**src/rtl/conv1d_stream_feeder_pkg.sv**
```systemverilog
// Shared definitions for the 1-D conv systolic array feeder.
// Holds the feeder state encoding, the default array dimensions shared with the
// array itself, and a helper giving the number of array triggers per convolution.
package conv1d_stream_feeder_pkg;

    typedef enum logic [2:0] {
        StIdle,
        StLoadW,
        StStream,
        StFlush,
        StDone
    } feeder_state_e;

    localparam int unsigned DefaultDataW     = 32;
    localparam int unsigned DefaultKernelLen = 10;
    localparam int unsigned DefaultSignalLen = 10;
    localparam int unsigned DefaultIdxW      = 32;

    // One trigger per input sample plus KERNEL_LEN-1 zero flush samples, which
    // equals the number of outputs the array produces for a full convolution.
    function automatic int unsigned total_triggers(input int unsigned kernel_len,
                                                   input int unsigned signal_len);
        return signal_len + kernel_len - 1;
    endfunction

endpackage

```
**src/rtl/conv1d_stream_feeder_if.sv**
```systemverilog
// Bus between an upstream controller and the conv1d feeder.
// Carries control (start/busy/done), the weight stream (w_*), the sample stream
// (x_*) and the array-side outputs (sa_*).
//   master: the controller / stream sources side.
//   slave:  the feeder side.
interface conv1d_stream_feeder_if
    import conv1d_stream_feeder_pkg::*;
#(
    parameter int unsigned DATA_W = DefaultDataW,
    parameter int unsigned IDX_W  = DefaultIdxW
) ();
    logic              start;
    logic              busy;
    logic              done;
    logic              w_valid;
    logic [DATA_W-1:0] w_data;
    logic              w_ready;
    logic              x_valid;
    logic [DATA_W-1:0] x_data;
    logic              x_ready;
    logic              sa_trigger;
    logic [DATA_W-1:0] sa_data;
    logic [IDX_W-1:0]  sa_wen_index;
    logic [DATA_W-1:0] sa_wvalue;

    modport master (
        output start, w_valid, w_data, x_valid, x_data,
        input  busy, done, w_ready, x_ready, sa_trigger, sa_data, sa_wen_index, sa_wvalue
    );

    modport slave (
        input  start, w_valid, w_data, x_valid, x_data,
        output busy, done, w_ready, x_ready, sa_trigger, sa_data, sa_wen_index, sa_wvalue
    );
endinterface

```
**src/rtl/conv1d_feed_counter.sv**
```systemverilog
// Phase counter for the conv1d feeder.
// Ports:
//   clk, rst : clock, synchronous active-high reset
//   clr      : reload the count with 0 (wins over incr)
//   incr     : advance the count by one
//   count    : current count
//   at_last  : count equals the terminal value LAST
module conv1d_feed_counter #(
    parameter int unsigned WIDTH = 4,
    parameter int unsigned LAST  = 0
) (
    input  logic             clk,
    input  logic             rst,
    input  logic             clr,
    input  logic             incr,
    output logic [WIDTH-1:0] count,
    output logic             at_last
);
    always_ff @(posedge clk) begin
        if (rst || clr) begin
            count <= '0;
        end else if (incr) begin
            count <= count + WIDTH'(1);
        end
    end

    assign at_last = (count == WIDTH'(LAST));
endmodule

```
**src/rtl/conv1d_stream_feeder.sv**
```systemverilog
// Upstream sequencer for the 1-D pipelined conv systolic array.
// Per convolution: loads KERNEL_LEN weights into the PE weight registers, streams
// SIGNAL_LEN samples into the shared array lane (one trigger each), then injects
// KERNEL_LEN-1 zero flush samples and pulses done.
// Ports:
//   clk, rst : clock, synchronous active-high reset
//   bus      : slave side of conv1d_stream_feeder_if (start/busy/done, w_* and
//              x_* valid/ready streams, registered sa_* array outputs)
module conv1d_stream_feeder
    import conv1d_stream_feeder_pkg::*;
#(
    parameter int unsigned DATA_W     = DefaultDataW,
    parameter int unsigned KERNEL_LEN = DefaultKernelLen,
    parameter int unsigned SIGNAL_LEN = DefaultSignalLen,
    parameter int unsigned IDX_W      = DefaultIdxW
) (
    input logic                  clk,
    input logic                  rst,
    conv1d_stream_feeder_if.slave bus
);
    localparam int unsigned MAX_LEN    = (KERNEL_LEN > SIGNAL_LEN) ? KERNEL_LEN : SIGNAL_LEN;
    localparam int unsigned CNT_W      = $clog2(MAX_LEN + 1);
    // Flush runs KERNEL_LEN-1 cycles, so its last count is KERNEL_LEN-2.
    localparam int unsigned FLUSH_LAST = (KERNEL_LEN > 1) ? KERNEL_LEN - 2 : 0;

    feeder_state_e state;

    logic             w_hs, x_hs;
    logic [CNT_W-1:0] w_cnt, x_cnt, f_cnt;
    logic             w_last, x_last, f_last;

    assign bus.busy    = (state != StIdle);
    assign bus.w_ready = (state == StLoadW);
    assign bus.x_ready = (state == StStream);

    assign w_hs = bus.w_valid && bus.w_ready;
    assign x_hs = bus.x_valid && bus.x_ready;

    conv1d_feed_counter #(.WIDTH(CNT_W), .LAST(KERNEL_LEN - 1)) u_w_cnt (
        .clk     (clk),
        .rst     (rst),
        .clr     (state == StIdle),
        .incr    (w_hs),
        .count   (w_cnt),
        .at_last (w_last)
    );

    conv1d_feed_counter #(.WIDTH(CNT_W), .LAST(SIGNAL_LEN - 1)) u_x_cnt (
        .clk     (clk),
        .rst     (rst),
        .clr     (state == StLoadW),
        .incr    (x_hs),
        .count   (x_cnt),
        .at_last (x_last)
    );

    conv1d_feed_counter #(.WIDTH(CNT_W), .LAST(FLUSH_LAST)) u_f_cnt (
        .clk     (clk),
        .rst     (rst),
        .clr     (state == StStream),
        .incr    (state == StFlush),
        .count   (f_cnt),
        .at_last (f_last)
    );

    // Only the weight count feeds the datapath; the others matter via at_last.
    logic unused_cnt;
    assign unused_cnt = ^{x_cnt, f_cnt};

    always_ff @(posedge clk) begin
        if (rst) begin
            state            <= StIdle;
            bus.done         <= 1'b0;
            bus.sa_trigger   <= 1'b0;
            bus.sa_data      <= '0;
            bus.sa_wen_index <= '0;
            bus.sa_wvalue    <= '0;
        end else begin
            // Pulse-type outputs default low; sa_data and sa_wvalue hold.
            bus.done         <= 1'b0;
            bus.sa_trigger   <= 1'b0;
            bus.sa_wen_index <= '0;
            unique case (state)
                StIdle: begin
                    if (bus.start) begin
                        state <= StLoadW;
                    end
                end
                StLoadW: begin
                    if (w_hs) begin
                        bus.sa_wen_index <= IDX_W'(w_cnt) + IDX_W'(1);
                        bus.sa_wvalue    <= bus.w_data;
                        if (w_last) begin
                            state <= StStream;
                        end
                    end
                end
                StStream: begin
                    if (x_hs) begin
                        bus.sa_data    <= bus.x_data;
                        bus.sa_trigger <= 1'b1;
                        if (x_last) begin
                            state <= (KERNEL_LEN > 1) ? StFlush : StDone;
                        end
                    end
                end
                StFlush: begin
                    bus.sa_data    <= DATA_W'(0);
                    bus.sa_trigger <= 1'b1;
                    if (f_last) begin
                        state <= StDone;
                    end
                end
                StDone: begin
                    bus.done <= 1'b1;
                    state    <= StIdle;
                end
                default: state <= StIdle;
            endcase
        end
    end
endmodule
```
**src/flat_wrapper.sv**
```systemverilog
// flat-port wrapper written by rule: the top's interface ports become plain ports
module conv1d_stream_feeder_flat import conv1d_stream_feeder_pkg::*;
#(
    parameter int unsigned DATA_W     = DefaultDataW,
    parameter int unsigned KERNEL_LEN = DefaultKernelLen,
    parameter int unsigned SIGNAL_LEN = DefaultSignalLen,
    parameter int unsigned IDX_W      = DefaultIdxW
)
  (clk, rst, bus_start, bus_w_valid, bus_w_data, bus_x_valid, bus_x_data, bus_busy, bus_done, bus_w_ready, bus_x_ready, bus_sa_trigger, bus_sa_data, bus_sa_wen_index, bus_sa_wvalue);
  conv1d_stream_feeder_if #(.DATA_W(DATA_W), .IDX_W(IDX_W)) bus_i ();
  input logic clk;
  input logic rst;
  input wire logic [$bits(bus_i.start)-1:0] bus_start;
  input wire logic [$bits(bus_i.w_valid)-1:0] bus_w_valid;
  input wire logic [$bits(bus_i.w_data)-1:0] bus_w_data;
  input wire logic [$bits(bus_i.x_valid)-1:0] bus_x_valid;
  input wire logic [$bits(bus_i.x_data)-1:0] bus_x_data;
  output wire logic [$bits(bus_i.busy)-1:0] bus_busy;
  output wire logic [$bits(bus_i.done)-1:0] bus_done;
  output wire logic [$bits(bus_i.w_ready)-1:0] bus_w_ready;
  output wire logic [$bits(bus_i.x_ready)-1:0] bus_x_ready;
  output wire logic [$bits(bus_i.sa_trigger)-1:0] bus_sa_trigger;
  output wire logic [$bits(bus_i.sa_data)-1:0] bus_sa_data;
  output wire logic [$bits(bus_i.sa_wen_index)-1:0] bus_sa_wen_index;
  output wire logic [$bits(bus_i.sa_wvalue)-1:0] bus_sa_wvalue;
  assign bus_i.start = bus_start;
  assign bus_i.w_valid = bus_w_valid;
  assign bus_i.w_data = bus_w_data;
  assign bus_i.x_valid = bus_x_valid;
  assign bus_i.x_data = bus_x_data;
  assign bus_busy = bus_i.busy;
  assign bus_done = bus_i.done;
  assign bus_w_ready = bus_i.w_ready;
  assign bus_x_ready = bus_i.x_ready;
  assign bus_sa_trigger = bus_i.sa_trigger;
  assign bus_sa_data = bus_i.sa_data;
  assign bus_sa_wen_index = bus_i.sa_wen_index;
  assign bus_sa_wvalue = bus_i.sa_wvalue;
  conv1d_stream_feeder #(.DATA_W(DATA_W), .KERNEL_LEN(KERNEL_LEN), .SIGNAL_LEN(SIGNAL_LEN), .IDX_W(IDX_W)) u_core (.clk(clk), .rst(rst), .bus(bus_i));
endmodule
```
**config.mk**
```make
export PLATFORM = sky130hd
export DESIGN_NAME = conv1d_stream_feeder_flat
export DESIGN_NICKNAME = d
export VERILOG_FILES = /design/src/rtl/conv1d_stream_feeder_pkg.sv /design/src/rtl/conv1d_stream_feeder_if.sv /design/src/rtl/conv1d_feed_counter.sv /design/src/rtl/conv1d_stream_feeder.sv /design/src/flat_wrapper.sv
export SDC_FILE = /design/constraint.sdc
export NUM_CORES = 1
export LEC_CHECK = 0
export CAP_MARGIN = 5
export CORE_AREA = 8 8 103 105
export DETAILED_ROUTE_END_ITERATION = 8
export DIE_AREA = 0 0 111 113
export HOLD_SLACK_MARGIN = 0.12
export PLACE_DENSITY_LB_ADDON = 0.25
export SYNTH_ARGS = -nofsm -noshare
export SYNTH_HDL_FRONTEND = slang
export SYNTH_SLANG_ARGS = --single-unit
```
**constraint.sdc**
```tcl
create_clock -name clk -period 1.5 [get_ports clk]
set_input_delay 0.225 -clock clk [delete_from_list [all_inputs] [get_ports clk]]
set_output_delay 0.225 -clock clk [all_outputs]
set_load 0.1 [all_outputs]
```
# == Yosys cells after proc, flatten, opt, wreduce, memory -nomap -nowiden ==
# Cells that the tools add are included.
# totals
ff_bits,113
elab_cells,52
inputBits,69
# op_classes
bitwise_logic,2
n_eq_ne,13
addsub,4
n_mux,12
reduce_logical,12
# op_table
operator,count
$pmux 32 s2,1
$mux 32,1
$mux 3,6
$add 4x1->4 const B,3
$eq 4x4->1 const B,3
$pmux 3 s4,1
$ne 2x2->1 const B,5
$eq 3x2->1 const B,2
$reduce_and 6->1,1
$add 4x1->5 const B,1
$reduce_and 2->1,2
$eq 3x1->1 const B,1
$eq 3x3->1 const B,1
$logic_not 3->1,1
$logic_or 1x1->1,3
$reduce_bool 3->1,1
$reduce_or 3->1,1
$logic_and 1x1->1,2
$mux 1,2
$ne 2x1->1 const B,1
$not 1->1,2
$pmux 1 s2,1
$reduce_bool 2->1,1

# == Longest topological paths before layout ==
# logic_depth
word_depth,4
depth_mapped,6
depth_no_buf,5

# == Hierarchy ==
# Synthesis repeated with hierarchy kept, for this count alone.
# hier_totals
hier_cells,394
area_unflattened_um2,3449.6
# modules_own_cells
mod,n_inst,area_per_inst_um2,seq_area_each_um2,cells_per_inst
conv1d_stream_feeder,1,2832.7,1481.4,333
conv1d_feed_counter at u_core.u_w_cnt ...,2,200.2,80.1,20
conv1d_feed_counter at u_core.u_f_cnt,1,216.5,80.1,21

# == Least setup slack after synthesis ==
# OpenSTA, ideal clock, no wires.
# synth_path
path_kind,register to output
start,register u_core.state[0]
end,output port bus_x_ready
slack_ns,-1.503
required_ns,1.275
path_buffers,2
arrival_ns,2.778
path_stages_with_launch,4
path_cell_list,dfxtp_1 -> buf_2 -> buf_2 -> nor3b_1
# synth_via
elab_chain_cells,1
# synth_rtl
element,line,rtl
start: declaration,conv1d_stream_feeder.sv:26,feeder_state_e state;
start signal: assignment,conv1d_stream_feeder.sv:72,state <= StIdle;
start signal: assignment,conv1d_stream_feeder.sv:86,state <= StLoadW;
start signal: assignment,conv1d_stream_feeder.sv:94,state <= StStream;
$eq 3x2->1,conv1d_stream_feeder.sv:34,assign bus.x_ready = (state == StStream);
end: declaration,flat_wrapper.sv:21,output wire logic [$bits(bus_i.x_ready)-1:0] bus_x_ready;
# Every way passes these cells.

# == Worst setup path in the final report ==
# layout_path
start,register u_core.state[0]
end,output port bus_w_ready
# layout_via
elab_chain_cells,1
# layout_rtl
element,line,rtl
$eq 3x1->1,conv1d_stream_feeder.sv:33,assign bus.w_ready = (state == StLoadW);
end: declaration,flat_wrapper.sv:20,output wire logic [$bits(bus_i.w_ready)-1:0] bus_w_ready;
# Every way passes these cells.

==> qor.txt <==
outcome: finished with violations
failing checks: setup timing
HPWL after DPL: 7880 um
CTS Hold Buffers Added: 0
number of design-rule violations left by the first detailed-router iteration: 146
DIE WIDTH: 111 um
data arrival time at the worst-slack endpoint: 1.42 ns
PortBufs: 142
maximum buffer depth of the clock tree: 2
combinational fraction of design power: 0.244
power density cells: 805 nW/um2
startpoint type of the worst setup path: flip-flop
number of nets at the end of the flow: 670
effective utilization at floorplan: 0.389
number of synthesis warnings: 0
summed area of non-filler cells in the final layout: 6820 um2
clock group share of total power: 0.326
Worst-Margin Slew: 0.524 ns
synthesized area per cell: 8.25 um2
sequential share of the synthesized area: 0.493
largest voltage drop on the vdd net: 0.605 mV
number of clock sinks seen by CTS: 86
max-slew violation count: 0
number of antenna violations at the first check in global routing: 0
number of endpoints failing setup at the final stage: 63
most common cell after layout, fill and taps aside: sky130_fd_sc_hd__dfxtp_1
Area growth syn-to-layout: 95.5%
worst hold path class: primary input to flip-flop
CTS tree: built
core box area: 8980 um2
kind of capture point of the worst setup path: primary output
Synth Register Bits: 86
static leakage: 2.65 nW
share of total power consumed by net switching: 0.313
share of cells above drive strength 1: 0.397
Mapped Area: 3490 um2
async set or reset register ratio after synthesis: 0
Sequential Power Share: 0.430
routed via count divided by cell count: 4.99
clock latency of the later-clocked register in the worst-skew pair: 0.34 ns
required time at the endpoint of the critical path: 1.27 ns
Cells after Synth: 423
All-Layer GR Usage: 0.167
remaining antenna violation count: 0
DRC errors left: 0
vertical extent of the die: 113 um
Worst Hold Slack: 0.244 ns
number of cell rows: 35
max-cap violation count: 0
commonest cells after routing, fill and taps aside: sky130_fd_sc_hd__dfxtp_1 (83), sky130_fd_sc_hd__buf_12 (80), sky130_fd_sc_hd__clkdlybuf4s50_1 (67), sky130_fd_sc_hd__nand2_1 (66), sky130_fd_sc_hd__a21oi_2 (47)
Max FO, Critical Path: 4
final hold vios: 0
Relative slew margins: 0.651
routed wire length per instance: 17.7 um
maximum number of pins on one net before global-route repair: 36
Switch Pwr: 0.00172 W
internal power contribution: 0.00377 W
maximum achievable frequency: 610 MHz
H-tree depth: 3
Synth cell types: 37
RSZ-0062 raised after global routing: true
cts bufs inserted: 9
total wire length after detailed routing: 12,600 um
fill cell total of the finished layout: 612
number of diodes added for antenna fixing: 0
Main synth FF type: sky130_fd_sc_hd__dfxtp_1
grt total ovfl: 0
sequential standard cell area: 1730 um2
multi-input combinational cell area: 1940 um2
minimum setup slack in the final design: -0.140 ns
vias in the first global route: 3,424
final critical delay including setup and external delays: 1.64 ns
number of enable-type register cells in the synthesized netlist: 0
fraction of the core area covered by cells at the end of the flow: 0.760
GPL Wtd Cong: 0.775
CTS clock-pin slew for the worst setup and hold paths: 0.08 ns
Root Driver: sky130_fd_sc_hd__clkbuf_8
Placement Cell Area: 5840 um2
total via count after detailed routing: 3,547
number of ports placed on the die boundary: 170
Total Die Area: 12,500 um2
final period utilization: 1.09
class of the most critical setup path: flip-flop to primary output
Clock Skews: 0.0101 ns
wire length of the first global-routing pass: 17,300 um
TritonRoute pass-1 iters: 4
[worst paths after layout]
path                                               from                       to  slack (ns)  cells after the start
worst max-delay path                    u_core.state[0]              bus_w_ready       -0.14                      3
worst min-delay path                                rst  u_core.bus.sa_wvalue[6]        0.24                      2
worst max register to register          u_core.state[0]   u_core.bus.sa_data[28]       -0.12                      8
worst min register to register  u_core.bus.sa_wvalue[9]  u_core.bus.sa_wvalue[9]        0.50                      2
[final cells by class]
cell class,instances,share of cell area
Tap cell,111,0.0204
Timing Repair Buffer,194,0.405
Clock inverter,4,0.0103
Clock buffer,12,0.0213
Inverter,9,0.00550
Sequential cell,86,0.254
Multi-Input combinational cell,295,0.284
[cells in the mapped netlist (2+ instances only)]
| library cell | count | area (um2) |
|---|---|---|
| sky130_fd_sc_hd__xnor2_1 | 3 | 26.3 |
| sky130_fd_sc_hd__ha_1 | 6 | 75.1 |
| sky130_fd_sc_hd__clkbuf_1 | 10 | 37.5 |
| sky130_fd_sc_hd__nand4bb_1 | 2 | 22.5 |
| sky130_fd_sc_hd__buf_4 | 29 | 218 |
| sky130_fd_sc_hd__a211oi_1 | 2 | 15.0 |
| sky130_fd_sc_hd__nand3b_1 | 4 | 30.0 |
| sky130_fd_sc_hd__o21ai_0 | 6 | 30.0 |
| sky130_fd_sc_hd__nand2_1 | 101 | 379 |
| sky130_fd_sc_hd__a21oi_1 | 70 | 350 |
| sky130_fd_sc_hd__buf_2 | 18 | 90.1 |
| sky130_fd_sc_hd__nand3_1 | 37 | 185 |
| sky130_fd_sc_hd__or3_1 | 6 | 37.5 |
| sky130_fd_sc_hd__nor4bb_1 | 2 | 20.0 |
| sky130_fd_sc_hd__inv_1 | 9 | 33.8 |
| sky130_fd_sc_hd__dfxtp_1 | 86 | 1720 |
| sky130_fd_sc_hd__nor3_1 | 8 | 40.0 |
| sky130_fd_sc_hd__nand4b_1 | 2 | 17.5 |
| sky130_fd_sc_hd__nor2_1 | 4 | 15.0 |
[logic make-up (layout without fill, tap and decap cells)]
group	after synthesis	after routing	synth area share
xor+xnor	4	4	0.0100
compound gates	83	83	0.128
mux	1	1	0.00287
fa+ha+maj	6	6	0.0215
simple gates	174	174	0.232
buf+inv	68	219	0.111
other cells	1	27	0.00107
flops	86	86	0.493
[layer usage]
metal  part of all wire  global-route usage  up-vias
met2               0.51               0.287      164
met4              0.018              0.0450        0
met1               0.37               0.179     1658
met5                  0                   0        -
li1                   -                   -     1705
met3               0.10              0.0825       20
[per-stage QoR]
stage,power [W],cells,setup slack [ns],TNS [ns]
2_1_floorplan,0.00321,449,-0.237,-1.48
3_3_place_gp,0.00361,671,-0.140,-5.68
3_5_place_dp,0.00362,671,-0.162,-7.03
4_1_cts,0.00540,698,-0.139,-1.47
5_1_grt,0.00567,711,-0.172,-6.63
6_report,0.00549,711,-0.140,-2.85
[sequential cells by signal (all words and copies together), names as in the netlist]
register,flops
u_core.u_x_cnt.count,4
u_core.u_w_cnt.count,4
u_core.u_f_cnt.count,4
u_core.bus.sa_wvalue,32
u_core.bus.done,1
u_core.bus.sa_wen_index,5
u_core.bus.sa_data,32
u_core.bus.sa_trigger,1
u_core.state,3
[worst max-delay path, cell delays in order, from the launching register on]
cell                         delay [ns]
sky130_fd_sc_hd__dfxtp_4           0.37
sky130_fd_sc_hd__or3b_4            0.40
sky130_fd_sc_hd__clkinvlp_4        0.12
sky130_fd_sc_hd__buf_12            0.18
[power by group through the flow]
stage                     Combinational (W)  Sequential (W)  Clock (W)
after global placement              0.00119         0.00242          0
after floorplan                    0.000540         0.00267          0
after global routing                0.00139         0.00237    0.00192
after detailed placement            0.00120         0.00242          0
final                               0.00134         0.00236    0.00179
after CTS                           0.00122         0.00236    0.00182
[repair_timing]
| action | in CTS | in global routing |
|---|---|---|
| pin swaps | 3 | 56 |
| cloned | 2 | 7 |
| gates resized for setup | 15 | 117 |
| endpoints found under the setup margin | 35 | 73 |
| setup buffers | 9 | 7 |
No activity file was read; power rests on OpenSTA's default activity.
